<file path="config.mk">
export PLATFORM = sky130hd
export DESIGN_NAME = console_panel_scan
export DESIGN_NICKNAME = d
export VERILOG_FILES = /design/src/rtl/console_pkg.sv /design/src/rtl/console_key_debounce.sv /design/src/rtl/console_panel_scan.sv
export SDC_FILE = /design/constraint.sdc
export NUM_CORES = 1
export LEC_CHECK = 0
export ABC_AREA = 0
export CORE_AREA = 2 2 189 209
export CTS_CLUSTER_DIAMETER = 80
export DETAILED_ROUTE_END_ITERATION = 10
export DIE_AREA = 0 0 191 211
export SLEW_MARGIN = 40
export SYNTH_ARGS = -nofsm -noshare
export SYNTH_HDL_FRONTEND = slang
export SYNTH_SLANG_ARGS = --single-unit
</file>
<file path="constraint.sdc">
create_clock -name clk -period 4.62 [get_ports clk]
set_clock_uncertainty 0.05 [all_clocks]
set_input_delay 0.462 -clock clk [delete_from_list [all_inputs] [get_ports clk]]
set_output_delay 0.462 -clock clk [all_outputs]
set_load 0.005 [all_outputs]
</file>
<file path="src/rtl/console_pkg.sv">
// Shared console panel constants: key/switch bit positions, scan row numbers
// and the scan state encoding.
package console_pkg;

  localparam int unsigned WORD_W = 36;

  localparam int unsigned KEY_START     = 0;
  localparam int unsigned KEY_READ_IN   = 1;
  localparam int unsigned KEY_MEM_CONT  = 2;
  localparam int unsigned KEY_INST_CONT = 3;
  localparam int unsigned KEY_MEM_STOP  = 4;
  localparam int unsigned KEY_INST_STOP = 5;
  localparam int unsigned KEY_EXEC      = 6;
  localparam int unsigned KEY_IO_RESET  = 7;
  localparam int unsigned KEY_DEP       = 8;
  localparam int unsigned KEY_DEP_NXT   = 9;
  localparam int unsigned KEY_EX        = 10;
  localparam int unsigned KEY_EX_NXT    = 11;
  localparam int unsigned NKEYS         = KEY_EX_NXT + 1;

  localparam int unsigned SW_ADDR_STOP     = 0;
  localparam int unsigned SW_MEM_DISABLE   = 1;
  localparam int unsigned SW_REPEAT        = 2;
  localparam int unsigned SW_POWER         = 3;
  localparam int unsigned SW_RIM_MAINT     = 4;
  localparam int unsigned SW_REPEAT_BYPASS = 5;
  localparam int unsigned SW_ART3_MAINT    = 6;
  localparam int unsigned SW_SCT_MAINT     = 7;
  localparam int unsigned SW_SPLIT_CYC     = 8;
  localparam int unsigned NSW              = SW_SPLIT_CYC + 1;

  localparam int unsigned ROW_DATASW = 0;
  localparam int unsigned ROW_MAS    = 1;
  localparam int unsigned ROW_KEYS   = 2;

  typedef enum logic [1:0] {
    LOAD  = 2'd0,
    SHIFT = 2'd1,
    LATCH = 2'd2
  } scan_state_t;

endpackage

</file>
<file path="src/rtl/console_key_debounce.sv">
// One console key: frame-rate debounce counter with a one-clock press pulse.
module console_key_debounce
  import console_pkg::*;
#(
  parameter int unsigned DEB = 3
) (
  input  logic clk,
  input  logic reset,
  input  logic en,
  input  logic sample,
  output logic pulse
);

  localparam int unsigned CNT_W = 3;

  logic [CNT_W-1:0] cnt;
  logic             level;

  // Toggle only after DEB consecutive disagreeing samples; pulse on press only.
  always_ff @(posedge clk) begin
    if (reset) begin
      cnt   <= '0;
      level <= 1'b0;
      pulse <= 1'b0;
    end else begin
      pulse <= 1'b0;
      if (en) begin
        if (sample == level) begin
          cnt <= '0;
        end else if (cnt == CNT_W'(DEB - 1)) begin
          cnt   <= '0;
          level <= ~level;
          pulse <= ~level;
        end else begin
          cnt <= cnt + 1'b1;
        end
      end
    end
  end

endmodule

</file>
<file path="src/rtl/console_panel_scan.sv">
// Console front-panel scanner: shifts light rows out and switch/key rows in.
// Optional CONSOLE_LAMP_TEST_EN adds lamp_test, forcing all lamps on.
module console_panel_scan
  import console_pkg::*;
#(
  parameter int unsigned NROWS  = 16,
  parameter int unsigned CLKDIV = 4,
  parameter int unsigned DEB    = 3
) (
  input  logic         clk,
  input  logic         reset,
  output logic [3:0]   lrow,
  input  logic [0:35]  lword,
`ifdef CONSOLE_LAMP_TEST_EN
  input  logic         lamp_test,
`endif
  output logic         p_sclk,
  output logic         p_sdata,
  output logic         p_latch,
  input  logic         p_sdin,
  output logic [0:35]  datasw,
  output logic [18:35] mas,
  output logic [0:8]   sw,
  output logic [0:11]  keys,
  output logic         frame
);

  localparam int unsigned DIV_W = $clog2(2 * CLKDIV);
  localparam logic [DIV_W-1:0] DIV_RISE   = DIV_W'(CLKDIV - 1);
  localparam logic [DIV_W-1:0] DIV_HI     = DIV_W'(CLKDIV);
  localparam logic [DIV_W-1:0] DIV_COMMIT = DIV_W'(2 * CLKDIV - 2);
  localparam logic [DIV_W-1:0] DIV_LAST   = DIV_W'(2 * CLKDIV - 1);
  localparam logic [3:0]       LROW_LAST  = 4'(NROWS - 1);

  scan_state_t      state;
  logic [DIV_W-1:0] div;
  logic [5:0]       bitcnt;
  logic [0:35]      shreg;
  logic [0:35]      insr;
  logic [0:35]      cap_datasw;
  logic [18:35]     cap_mas;
  logic [0:8]       cap_sw;
  logic [0:11]      cap_keys;
  logic [0:35]      load_word_c;
  logic [0:35]      row_in_c;
  logic             sample_c;
  logic             commit_c;

`ifdef CONSOLE_LAMP_TEST_EN
  assign load_word_c = lamp_test ? '1 : lword;
`else
  assign load_word_c = lword;
`endif

  // With CLKDIV=1 the last sample and the row end share a cycle, so capture sees it.
  assign sample_c = (state == SHIFT) && (div == DIV_HI);
  assign row_in_c = sample_c ? {insr[1:35], p_sdin} : insr;
  assign commit_c = (state == LATCH) && (div == DIV_COMMIT);
  assign p_sdata  = shreg[0];

  always_ff @(posedge clk) begin
    if (reset) begin
      state      <= LOAD;
      lrow       <= '0;
      div        <= '0;
      bitcnt     <= '0;
      shreg      <= '0;
      insr       <= '0;
      cap_datasw <= '0;
      cap_mas    <= '0;
      cap_sw     <= '0;
      cap_keys   <= '0;
      p_sclk     <= 1'b0;
      p_latch    <= 1'b0;
      datasw     <= '0;
      mas        <= '0;
      sw         <= '0;
      frame      <= 1'b0;
    end else begin
      frame <= 1'b0;
      unique case (state)
        LOAD: begin
          shreg  <= load_word_c;
          div    <= '0;
          bitcnt <= '0;
          p_sclk <= 1'b0;
          state  <= SHIFT;
        end
        SHIFT: begin
          if (sample_c) begin
            insr  <= row_in_c;
            shreg <= {shreg[1:35], 1'b0};
          end
          if (div == DIV_LAST) begin
            div    <= '0;
            p_sclk <= 1'b0;
            if (bitcnt == 6'd35) begin
              if (lrow == 4'(ROW_DATASW)) begin
                cap_datasw <= row_in_c;
              end else if (lrow == 4'(ROW_MAS)) begin
                cap_mas <= row_in_c[0:17];
                cap_sw  <= row_in_c[18:26];
              end else if (lrow == 4'(ROW_KEYS)) begin
                cap_keys <= row_in_c[0:11];
              end
              if (lrow == LROW_LAST) begin
                p_latch <= 1'b1;
                state   <= LATCH;
              end else begin
                lrow  <= lrow + 4'd1;
                state <= LOAD;
              end
            end else begin
              bitcnt <= bitcnt + 6'd1;
            end
          end else begin
            div    <= div + 1'b1;
            p_sclk <= (div >= DIV_RISE);
          end
        end
        LATCH: begin
          // Outputs land so they are visible during the final latch cycle.
          if (commit_c) begin
            datasw <= cap_datasw;
            mas    <= cap_mas;
            sw     <= cap_sw;
            frame  <= 1'b1;
          end
          if (div == DIV_LAST) begin
            div     <= '0;
            p_latch <= 1'b0;
            lrow    <= '0;
            state   <= LOAD;
          end else begin
            div <= div + 1'b1;
          end
        end
        default: state <= LOAD;
      endcase
    end
  end

  for (genvar k = 0; k < NKEYS; k++) begin : g_key
    console_key_debounce #(.DEB(DEB)) u_deb (
      .clk    (clk),
      .reset  (reset),
      .en     (commit_c),
      .sample (cap_keys[k]),
      .pulse  (keys[k])
    );
  end

endmodule

</file>
# Word-level counts from Yosys, hierarchy flattened
# Cells that the tools add are included.
[totals]
regBits = 288
latch_bits = 0
ramBits = 0
rom_bits = 0
input_bits = 39
output_inout_bits = 83
elab_cells = 241
mem_count = 0
[op_classes]
n_addsub = 15
n_mul = 0
div_mod_pow = 0
magnitude_cmp = 1
eq_ne = 40
shifts = 0
n_mux = 50
bitwise = 40
reduce_logical = 43
[op_table]
columns = ["operator", "n"]
rows = [
  ["3-bit 2-to-1 mux", 25],
  ["36-bit 2-to-1 mux", 2],
  ["36-bit one-hot mux with 2 select lines", 1],
  ["4-bit OR reduction", 12],
  ["3-bit AND reduction", 14],
  ["1-bit inverter", 40],
  ["3-bit by 1-bit adder with 3-bit output (second input constant)", 13],
  ["3-bit by 2-bit equality test with 1-bit output (second input constant)", 12],
  ["4-bit 2-to-1 mux", 4],
  ["5-bit AND reduction", 3],
  ["1-bit equality test", 12],
  ["6-bit 2-to-1 mux", 2],
  ["6-bit one-hot mux with 2 select lines", 1],
  ["3-bit equality test (second input constant)", 3],
  ["2-bit 2-to-1 mux", 4],
  ["2-bit by 1-bit inequality test with 1-bit output (second input constant)", 4],
  ["4-bit one-hot mux with 2 select lines", 1],
  ["6-bit by 1-bit adder with 6-bit output (second input constant)", 1],
  ["6-bit equality test (second input constant)", 1],
  ["1-bit 2-to-1 mux", 6],
  ["2-bit inequality test (second input constant)", 3],
  ["2-bit one-hot mux with 3 select lines", 1],
  ["3-bit one-hot mux with 2 select lines", 1],
  ["2-bit AND reduction", 3],
  ["15 further kinds", 20],
]

# Logic depth before layout (Yosys ltp)
# Gate-level depths: netlist of the first run.
[logic_depth]
ltp_word = 5
mapped_depth = 9
ltp_nobuf = 6

# Hierarchy
# A second synthesis of the first run with hierarchy kept.
[hier_totals]
hier_cells = 1255
hier_area_um2 = 11672.4
[by_module_without_submodules]
columns = ["mod", "n_inst", "cells_each", "area_each_um2", "seq_area_each_um2"]
rows = [
  ["console_panel_scan", 1, 955, 8729.6, 4564.4],
  ["console_key_debounce", 12, 25, 245.2, 100.1],
]

# Worst setup path before layout of the first run
# OpenSTA, ideal clock, no wires.
[synth_path]
path_type = "register to register"
from = "register div[1]"
to = "register cap_keys[0] (netlist bit)"
setup_time_ps = 86
arrival_time_ps = 1999
t_required_ps = 4484
setup_slack_ps = 2486
path_stages_with_launch = 10
path_buffers = 3
synth_period_minus_slack_ps = 2134
path_cell_list = "dfxtp_1 -> ha_1 -> ha_1 -> nor4bb_1 -> and4b_1 -> clkbuf_1 -> buf_2 -> buf_2 -> a21oi_1 -> a211oi_1"
[synth_between]
elab_chain_cells = 3
word_cells_on_any_way = 5
cone_classes = "eq/ne (2); mux (1); reduce/logical (2)"
[synth_lines]
columns = ["item", "line", "source"]
rows = [
  ["start: declaration", "console_panel_scan.sv:36", "logic [DIV_W-1:0] div;"],
  ["start signal: assignment", "console_panel_scan.sv:117", "div <= div + 1'b1;"],
  ["start signal: assignment", "console_panel_scan.sv:135", "div <= div + 1'b1;"],
  ["3-bit equality test", "console_panel_scan.sv:56", "assign sample_c = (state == SHIFT) && (div == DIV_HI);"],
  ["1-bit logical AND", "console_panel_scan.sv:56", ""],
  ["36-bit 2-to-1 mux", "console_panel_scan.sv:57", "assign row_in_c = sample_c ? {insr[1:35], p_sdin} : insr;"],
  ["end signal: assignment", "console_panel_scan.sv:104", "cap_keys <= row_in_c[0:11];"],
  ["end: declaration", "console_panel_scan.sv:43", "logic [0:11] cap_keys;"],
]
# Several ways; a longest one is shown, not always the timed one.
# A chain may end at the register's enable or synchronous reset.

# Worst setup path after layout of the first run
[layout_path]
from = "register div[1]"
to = "register cap_keys[9] (netlist bit)"
# Same word-level chain as after synthesis.

==> metrics.md, run 1 <==
| Metric | Value |
|---|---|
| # IOs | 122 |
| Synth async-reset ratio | 0% |
| Diode count | 0 |
| Final ANT Viol Nets | 0 |
| Clk buf depth | 3 |
| RSZ-0062 raised after global routing | false |
| Vias per std cell | 4.787 |
| Worst r2r path cells | 7 |
| EDFF count, synth | 0 |
| HPWL after detailed placement | 16.46 mm |
| Die height | 211 um |
| CP max FO | 40 |
| Crit Reg-Reg Startpoint | div[1]$_SDFFE_PP0P_ |
| Syn Area/Cell | 8.966 um^2 |
| DR pass1 iterations | 6 |
| PortBufs | 121 |
| Hold Buf Count CTS | 0 |
| Register-to-Register Setup Slack | 1.87 ns |
| Post-synthesis compound-gate area fraction | 17.06% |
| H-tree depth | 1 |
| Capturing point of the worst reg2reg path | cap_keys[9]$_SDFFE_PP0P_ |
| Final Hold Fails | 0 |
| Sequential area share after synthesis | 51.04% |
| Gates resized, CTS repair | 0 |
| Global-route wire length before repair | 43.50 mm |
| Setup TNS | 0 ns |
| DRC | 0 |
| CP Launch Type | register |
| Simple-Gate Fraction of Synth Area | 17.38% |
| GR Util All Layers | 13.05% |
| Initial drt markers | 460 |
| Largest net degree at the start of global routing | 102 |
| Peak supply drop | 0.3387 mV |
| Cells after Synth | 1260 |
| Initial antenna violation count | 0 |
| Area Growth Syn to Fin | 22.25% |
| Synth warnings | 0 |
| Crit path DAT | 3.12 ns |
| Hold Startpoint | cap_mas[23]$_SDFFE_PP0P_ |
| Slew HR | 53.22% |
| Most used DFF post-synth | dfxtp_1 |
| Routed wire length | 26.22 mm |
| Num rows | 75 |
| Register bit total from synthesis | 288 |
| Xor and xnor fraction of the mapped netlist area | 1.163% |
| Mapped Nets | 1312 |
| Synth Cell Area | 11300 um^2 |
| Final worst-path cycle share | 59.56% |
| Nets | 1362 |
| Worst-Skew Late Latency | 0.57 ns |
| Critical path endpoint category | register |
| Multi-input gate area | 5052 um^2 |
| Hold Path Class | reg -> reg |
| Drt wl/cell | 14.30 um |
| Area share of fa/ha/maj cells after synthesis | 1.440% |
| Clock Pin Slew Worst Setup and Hold Paths | 0.06 ns |
| Commonest non-fill, non-tap cell in the layout | dfxtp_1 |
| Post-CTS Setup Repair Bufs | 0 |
| Via count | 8780 |
| Worst slew pin tran | 0.7017 ns |
| Slowest cell on the critical path | and2_1 |
| TritonCTS clock tree | done |
| Max stage delay on crit path | 0.50 ns |
| Vias in the first global route | 8497 |
| CP Class | reg -> reg |
| CP required | 4.99 ns |
| Synth unique cells | 44 |
| Most frequent CP cell | ha_1 |
| Clock sinks | 288 |
| Total grt overflow | 0 |
| Max Slew Vio Count | 0 |
| Core footprint | 38010 um^2 |
| Crit path time final | 2.752 ns |
| Max-cap violations | 0 |
| Status | complete, no violations |
| Clock Root Buffer | clkbuf_16 |
| Combinational family with the most area after synthesis | simple AND/OR/NAND/NOR gates |
| Die X | 191 um |
| Number of buffers created by CTS | 31 |
| Power Total | 5.353 mW |
| Initial Util | 29.73% |
| Die ar. | 40300 um^2 |
| Share of post-route cells with drive strength above 1 | 5.397% |
| Power density cells | 387.6 nW/um^2 |
| Hold path depth | 2 |
| Crit path cell chain | ha_1 -> ha_1 -> nor4bb_1 -> and4b_1 -> buf_4 -> and2_1 -> a211oi_1 |
| P_leak | 4.713 nW |
| Hold path endpoint | mas[23]$_SDFFE_PP0P_ |
| Fillers | 3873 |
| Most frequent cells in the layout | 288 x dfxtp_1, 166 x a21oi_1, 151 x nor2_1, 139 x nand2_1, 120 x clkdlybuf4s50_1 |
| Routability cong. | 0.7655 |
| Fmax | 363.4 MHz |
| Final Setup Violations | 0 |
| Mux contribution to synthesized area | 7.376% |
| Register Area | 5766 um^2 |
## Yosys cell counts, types with 2 or more instances
master	instances	area, um^2
dfxtp_1	288	5766
a21oi_1	166	830.8
nor2_1	151	566.8
nand2_1	140	525.5
a211oi_1	111	833.3
clkbuf_1	87	326.6
mux2i_1	81	810.8
nand2b_1	22	137.6
nor4_1	22	137.6
nand3_1	21	105.1
o21ai_1	18	90.09
ha_1	13	162.7
nor2b_1	13	81.33
nor3_1	13	65.06
buf_4	12	90.09
xnor2_1	12	105.1
a311oi_1	11	96.34
or3b_1	11	96.34
buf_2	9	45.04
nor3b_1	7	52.55
buf_1	6	22.52
inv_1	6	22.52
and4b_1	4	40.04
nand4b_1	4	35.03
and2_1	3	18.77
and3_1	3	18.77
o2111ai_1	3	26.28
xor2_1	3	26.28
inv_2	2	7.510
mux2_1	2	22.52
nand3b_1	2	15.01
o21ai_0	2	10.01
## flip-flops by register name, summed over array words and instances (netlist names)
register	cells
bitcnt	6
cap_datasw	36
cap_keys	12
cap_mas	18
cap_sw	9
datasw	36
div	3
frame	1
g_key.u_deb.cnt	36
g_key.u_deb.level	12
g_key.u_deb.pulse	12
insr	36
lrow	4
mas	18
p_latch	1
p_sclk	1
shreg	36
state	2
sw	9
## cells by family (layout without fill, tap and decap cells)
family / after synthesis / after routing
AND/OR/NAND/NOR: 423 / 423
adder cells (fa/ha/maj): 13 / 13
flip-flops: 288 / 288
multiplexers: 83 / 83
buffers and inverters: 122 / 196
XOR/XNOR: 15 / 15
AO/OA/AOI/OAI: 316 / 316
## report_power, final
group / internal, mW / switching [mW] / leakage, nW / total, mW
sequential: 2.54 / 0.0328 / 2.33 / 2.57
combinational: 0.128 / 0.185 / 1.87 / 0.313
clock: 1.45 / 1.02 / 0.510 / 2.47
total: 4.12 / 1.23 / 4.71 / 5.35
## metrics by stage
step           cells  hold WS [ns]  setup slack, ns  area, um^2  utilization [%]
2_1_floorplan   1260        0.3816            2.486       11300                -
3_3_place_gp    1776        0.3928            1.822       12750            33.54
4_1_cts         1834        0.4072            1.676       13810            36.34
5_1_grt         1834        0.4264            1.650       13810            36.34
6_report        1834        0.4037            1.868       13810            36.34
3_5_place_dp    1777        0.3982            1.713       12790            33.64
## how the worst max path moves through the flow
stage,cells past startpoint,slack [ns],to,start
floorplan,9,2.49,cap_keys[0]$_SDFFE_PP0P_,div[1]$_SDFFE_PP0P_
global placement,7,1.82,cap_datasw[22]$_SDFFE_PP0P_,div[0]$_SDFFE_PP0P_
detailed placement,7,1.71,cap_datasw[16]$_SDFFE_PP0P_,div[1]$_SDFFE_PP0P_
CTS,7,1.68,cap_datasw[22]$_SDFFE_PP0P_,div[1]$_SDFFE_PP0P_
global route,7,1.65,cap_keys[2]$_SDFFE_PP0P_,div[1]$_SDFFE_PP0P_
finish,7,1.87,cap_keys[9]$_SDFFE_PP0P_,div[1]$_SDFFE_PP0P_
## worst max-delay path: cells and delay by family, from the launching register on
family | cells | cell delay (ns)
simple gates | 3 | 1.07
fa+ha+maj | 2 | 0.49
buf+inv | 1 | 0.44
flops | 1 | 0.40
compound gates | 1 | 0.15
## routing by layer
metal,part of all wire (%),GRT usage (%),wire (um),vias up
li1,-,-,-,4529
met1,47,16.97,12300,4071
met2,46,21.43,12100,140
met3,4.3,2.658,1136,40
met4,2.6,4.544,676,0
met5,0,0,0,-
## cell type report
cell class | instances | share of cell area (%)
Clock buffer | 45 | 6.432
Clock inverter | 12 | 0.9784
Inverter | 8 | 0.2174
Multi-Input combinational cell | 850 | 36.58
Sequential cell | 288 | 41.75
Tap cell | 500 | 4.530
Timing Repair Buffer | 131 | 9.513
(Power assumes the default switching activity.)
==> run 2: changes to the inputs <==
==> constraint.sdc (replaced) <==
create_clock -name clk -period 2.4 [get_ports clk]
set_clock_uncertainty 0.05 [all_clocks]
set_input_delay 0.24 -clock clk [delete_from_list [all_inputs] [get_ports clk]]
set_output_delay 0.24 -clock clk [all_outputs]
set_load 0.005 [all_outputs]
==> run 2 against run 1 <==
Worst setup slack worse by 1.6 ns. First-iteration DRC count down 11%. Utilization up 0.75 points. Routed wire length up 2.3%. Sequential power up 93%. Via count up 2.7%. Critical endpoint is now cap_sw[1]$_SDFFE_PP0P_. Global-route usage up 0.11 points. Die area unchanged. Clock power up 100%. Cell count up 1.3%.
==> metrics.md, run 2 (same netlist as run 1, synthesis figures left out) <==
| Metric | Value |
|---|---|
| Number of buffers created by CTS | 31 |
| Routed wire length | 26.82 mm |
| PortBufs | 121 |
| Final worst-path cycle share | 88.88% |
| Pre-CTS setup slack | 0.2515 ns |
| Die X | 191 um |
| Routability cong. | 0.7719 |
| DRC | 0 |
| RSZ-0062 raised after global routing | false |
| Clk buf depth | 3 |
| Final Hold Fails | 0 |
| Max-cap violations | 0 |
| Most frequent cells in the layout | 288 x dfxtp_1, 166 x a21oi_1, 151 x nor2_1, 139 x nand2_1, 120 x clkdlybuf4s50_1 |
| Share of post-route cells with drive strength above 1 | 7.074% |
| Num rows | 75 |
| Die ar. | 40300 um^2 |
| Diode count | 0 |
| P_leak | 4.875 nW |
| Clock Root Buffer | clkbuf_16 |
| CP Class | reg -> reg |
| Clock Pin Slew Worst Setup and Hold Paths | 0.06 ns |
| Area Growth Syn to Fin | 24.78% |
| Total grt overflow | 0 |
| Nets | 1385 |
| CP max FO | 17 |
| Worst-Skew Late Latency | 0.58 ns |
| Status | complete, no violations |
| Post-Layout Inst Area | 14100 um^2 |
| Global-route wire length before repair | 43.70 mm |
| TritonCTS clock tree | done |
| Final Setup Violations | 0 |
| Peak supply drop | 0.5450 mV |
| Initial drt markers | 408 |
| Slew HR | 60.34% |
| Commonest non-fill, non-tap cell in the layout | dfxtp_1 |
| Fmax | 468.8 MHz |
| DR pass1 iterations | 5 |
| Setup TNS | 0 ns |
| Vias in the first global route | 8592 |
| Crit path DAT | 2.56 ns |
| Placed inst area | 13020 um^2 |
| GR Util All Layers | 13.16% |
| Final Instance Count excl. Fillers | 1857 |
| Worst hold slack | 0.2021 ns |
| Register Area | 5766 um^2 |
| Final ANT Viol Nets | 0 |
| Clock sinks | 288 |
| Die height | 211 um |
| Crit path time final | 2.133 ns |
| Multi-input gate area | 5042 um^2 |
| Vias per std cell | 4.858 |
| Initial Util | 29.73% |
| Placed Cells | 1799 |
| Drt wl/cell | 14.44 um |
| Largest net degree at the start of global routing | 122 |
| Power density cells | 746.4 nW/um^2 |
| Via count | 9021 |
| Critical path endpoint category | register |
| Initial antenna violation count | 0 |
| Fillers | 3826 |
| CP Launch Type | register |
| CP required | 2.83 ns |
| Hold Path Class | in -> reg |
| Max Slew Vio Count | 0 |
| H-tree depth | 1 |
| Core footprint | 38010 um^2 |
| Setup ws final | 0.2668 ns |
| HPWL after detailed placement | 17.27 mm |
| # IOs | 122 |
| Worst slew pin tran | 0.5783 ns |
run 2: cell count changes in the layout (fill, tap and decap cells not counted), moves of 2 or more:
cell        before  now
buf_4            6   24
buf_6            3    0
clkinvlp_4       0    2
clkbuf_1         8    4
buf_12           1    8
run 2: what timing repair did:
| action | CTS | global route |
|---|---|---|
| hold endpoints to repair | 1 | 0 |
| hold buffers | 1 | 0 |
| setup buffers | 0 | 0 |
| resized for setup | 0 | 0 |
run 2: cell type report:
cell class                 instances  area share, %
inverter                           8         0.2130
clock inverter                    15          1.278
sequential                       288          40.90
timing repair buffer             154          11.10
clock buffer                      42          6.293
tap                              500          4.438
multi-input combinational        850          35.77
run 2: routing by layer:
metal | vias up | share of wire, % | track usage (%)
met5 | - | 0 | 0
li1 | 4560 | - | -
met4 | 0 | 2.3 | 4.678
met2 | 173 | 46 | 21.36
met3 | 45 | 5.1 | 2.791
met1 | 4243 | 46 | 17.20
run 2: worst max-delay path, cell delays in order, from the launching register on:
cell,delay (ns)
dfxtp_1,0.40
ha_1,0.22
ha_1,0.16
nor4bb_1,0.25
and4b_1,0.34
buf_4,0.27
a21oi_1,0.10
a211oi_1,0.24
run 2: worst paths after layout:
path | from | slack [ns] | endpoint | cells after the start
worst max-delay path | div[1]$_SDFFE_PP0P_ | 0.27 | cap_sw[1]$_SDFFE_PP0P_ | 7
worst min-delay path | lword[35] | 0.20 | shreg[35]$_SDFFE_PP0P_ | 3
worst max register to register | div[1]$_SDFFE_PP0P_ | 0.27 | cap_sw[1]$_SDFFE_PP0P_ | 7
worst min register to register | cap_datasw[11]$_SDFFE_PP0P_ | 0.40 | datasw[11]$_SDFFE_PP0P_ | 2
run 2: metrics by stage:
stage	util, %	power [mW]
after floorplan	-	5.479
after global placement	34.26	5.684
after detailed placement	34.26	5.697
after CTS	37.09	10.68
after global routing	37.09	10.96
final	37.09	10.52
run 2: report_power, final:
group	switching, mW	total, mW	internal [mW]	leakage, nW
sequential	0.0662	4.96	4.89	2.33
clock	2.01	4.94	2.92	0.527
combinational	0.355	0.626	0.271	2.02
==> run 3: changes to the inputs <==
--- a/config.mk
+++ b/config.mk
@@ -10,7 +10,10 @@
 export CTS_CLUSTER_DIAMETER = 80
 export DETAILED_ROUTE_END_ITERATION = 10
 export DIE_AREA = 0 0 191 211
+export GPL_TIMING_DRIVEN = 0
+export RECOVER_POWER = 50
 export SLEW_MARGIN = 40
 export SYNTH_ARGS = -nofsm -noshare
 export SYNTH_HDL_FRONTEND = slang
 export SYNTH_SLANG_ARGS = --single-unit
+export TNS_END_PERCENT = 50
==> run 3 against run 2 <==
Sequential cell count is the same. Die area is the same. Via count grew 4.4%. Critical path depth grew 1. Register-to-register slack lost 0.14 ns. First-iteration DRC count grew 2.5%. Cell count grew 4.1%. Maximum frequency shrank 6.2%. Critical path type unchanged. Highest routed layer unchanged.
==> metrics.md, run 3 (same netlist as run 1, synthesis figures left out) <==
| Metric | Value |
|---|---|
| CP top delay family | buffers and inverters |
| Number of buffers created by CTS | 30 |
| Max-cap violations | 0 |
| Placed inst area | 13130 um^2 |
| Clk buf depth | 3 |
| PortBufs | 120 |
| HPWL after detailed placement | 22.58 mm |
| P_leak | 5.208 nW |
| Worst slew pin tran | 0.7920 ns |
| Via count | 9418 |
| Hold Startpoint | reset |
| Worst r2r path cells | 8 |
| Worst hold slack | 0.1992 ns |
| Final ANT Viol Nets | 0 |
| Initial Util | 29.73% |
| Diode count | 0 |
| Setup TNS | 0 ns |
| P_sw | 2.384 mW |
| Power density cells | 732.8 nW/um^2 |
| Global-route wire length before repair | 49.72 mm |
| Nets | 1465 |
| Final Setup Violations | 0 |
| Critical path endpoint category | register |
| Clock Pin Slew Worst Setup and Hold Paths | 0.06 ns |
| Sw Ratio | 22.73% |
| Fillers | 3852 |
| Post-Layout Inst Area | 14310 um^2 |
| Hold path depth | 3 |
| Final Instance Count excl. Fillers | 1933 |
| TritonCTS clock tree | done |
| CP max FO | 10 |
| Final Hold Fails | 0 |
| Area Growth Syn to Fin | 26.68% |
| Core footprint | 38010 um^2 |
| Vias per std cell | 4.872 |
| Routability cong. | 0.7973 |
| Largest net degree at the start of global routing | 15 |
| Max stage delay on crit path | 0.38 ns |
| Placed Cells | 1880 |
| Crit path DAT | 2.62 ns |
| Share of post-route cells with drive strength above 1 | 8.374% |
| Initial drt markers | 418 |
| Clock Root Buffer | clkbuf_16 |
| DR pass1 iterations | 4 |
| Routed wire length | 31.51 mm |
| H-tree depth | 1 |
| Die ar. | 40300 um^2 |
| CP Launch Type | register |
| Most frequent cells in the layout | 288 x dfxtp_1, 166 x a21oi_1, 151 x nor2_1, 139 x nand2_1, 111 x a211oi_1 |
| Peak supply drop | 0.4735 mV |
| Drt wl/cell | 16.30 um |
| Total grt overflow | 0 |
| CP Class | reg -> reg |
| Die X | 191 um |
| Num rows | 75 |
| Vias in the first global route | 9342 |
| Worst-Skew Late Latency | 0.55 ns |
| GR Util All Layers | 15.40% |
| DRC | 0 |
| Hold Buf Count CTS | 0 |
| Initial antenna violation count | 1 |
| Most frequent CP cell | buf_4 |
| Commonest non-fill, non-tap cell in the layout | dfxtp_1 |
| Total internal power | 8.104 mW |
| Crit path cell chain | inv_1 -> ha_1 -> clkbuf_2 -> nand3_1 -> buf_4 -> buf_4 -> mux2i_2 -> a211oi_1 |
| Capturing point of the worst reg2reg path | cap_datasw[13]$_SDFFE_PP0P_ |
| Crit Reg-Reg Startpoint | state[1]$_SDFFE_PP0P_ |
| Hold Path Class | in -> reg |
| Crit path time final | 2.274 ns |
| Fmax | 439.7 MHz |
| Slew HR | 47.20% |
| Die height | 211 um |
| Slowest cell on the critical path | dfxtp_1 |
| Clock sinks | 288 |
| Max Slew Vio Count | 0 |
| Clock share of power | 46.4% |
| Buf+Inv Stages, Crit Path | 4 |
| Final core occ | 37.66% |
| Hold path endpoint | p_latch$_SDFFE_PP0P_ |
| CP required | 2.75 ns |
| Seq pwr share | 47.3% |
| Register-to-Register Setup Slack | 0.13 ns |
| Part of the power in combinational logic | 6.3% |
| # IOs | 122 |
| Final worst-path cycle share | 94.76% |
| Status | complete, no violations |
| Worst path depth | 8 |
## run 3: cell types whose count changed in the layout (fill, tap and decap cells not counted), sizes merged
cell           before  now
clkbuf             43  130
clkdlybuf4s50     120   37
dlygate4sd3         1   83
buf                32   24
clkinv              8    6
inv                10    8
bufinv              3    4
clkinvlp            2    3
## run 3: layer usage
layer  vias up  GRT usage, %  wire length [um]
li1       4728             -                 -
met1      4470         20.09             14570
met2       180         26.54             15100
met3        40         2.276              1239
met4         0         3.876               598
met5         -             0                 0
## run 3: layout make-up
cell class / instances / area [um^2] / area share (%)
Buffer: 113 / 551.8 / 3.856
Clock buffer: 39 / 865.8 / 6.050
Clock inverter: 13 / 172.7 / 1.207
Inverter: 8 / 30.03 / 0.2098
Multi-Input combinational cell: 850 / 5084 / 35.52
Sequential cell: 288 / 5766 / 40.29
Tap cell: 500 / 625.6 / 4.371
Timing Repair Buffer: 122 / 1216 / 8.498
## run 3: power groups by stage
stage	combinational [mW]	clock (mW)	sequential [mW]
2_1_floorplan	0.434	0	5.05
6_report	0.662	4.87	4.96
4_1_cts	0.669	4.97	4.96
3_3_place_gp	0.646	0	5.06
3_5_place_dp	0.661	0	5.06
5_1_grt	0.736	5.17	4.97
## run 3: tightest hold or removal path, stage by stage
cell	delay, ns
clkbuf_1	0.22
nor2b_1	0.17
mux2_1	0.13
## run 3: worst max path at each step
stage	startpoint	end	slack (ns)
finish	state[1]$_SDFFE_PP0P_	cap_datasw[13]$_SDFFE_PP0P_	0.13
global route	div[1]$_SDFFE_PP0P_	cap_datasw[28]$_SDFFE_PP0P_	-0.02
CTS	state[1]$_SDFFE_PP0P_	shreg[27]$_SDFFE_PP0P_	-0.04
detailed placement	state[0]$_SDFFE_PP0P_	mas[20]$_SDFFE_PP0P_	-0.41
global placement	div[1]$_SDFFE_PP0P_	cap_keys[1]$_SDFFE_PP0P_	-0.38
floorplan	div[1]$_SDFFE_PP0P_	cap_keys[0]$_SDFFE_PP0P_	0.27
## run 3: what timing repair did
| item | 4_1_cts | 5_1_grt |
|---|---|---|
| setup endpoints to repair | 207 | 214 |
| resized for setup | 33 | 41 |
| setup buffers | 0 | 2 |
## run 3: stage by stage
| stage | power [mW] | worst slack (ns) |
|---|---|---|
| after global routing | 10.87 | -0.02307 |
| final | 10.49 | 0.1259 |
| after global placement | 5.704 | -0.3759 |
| after floorplan | 5.479 | 0.2656 |
| after detailed placement | 5.723 | -0.4094 |
| after CTS | 10.60 | -0.03602 |
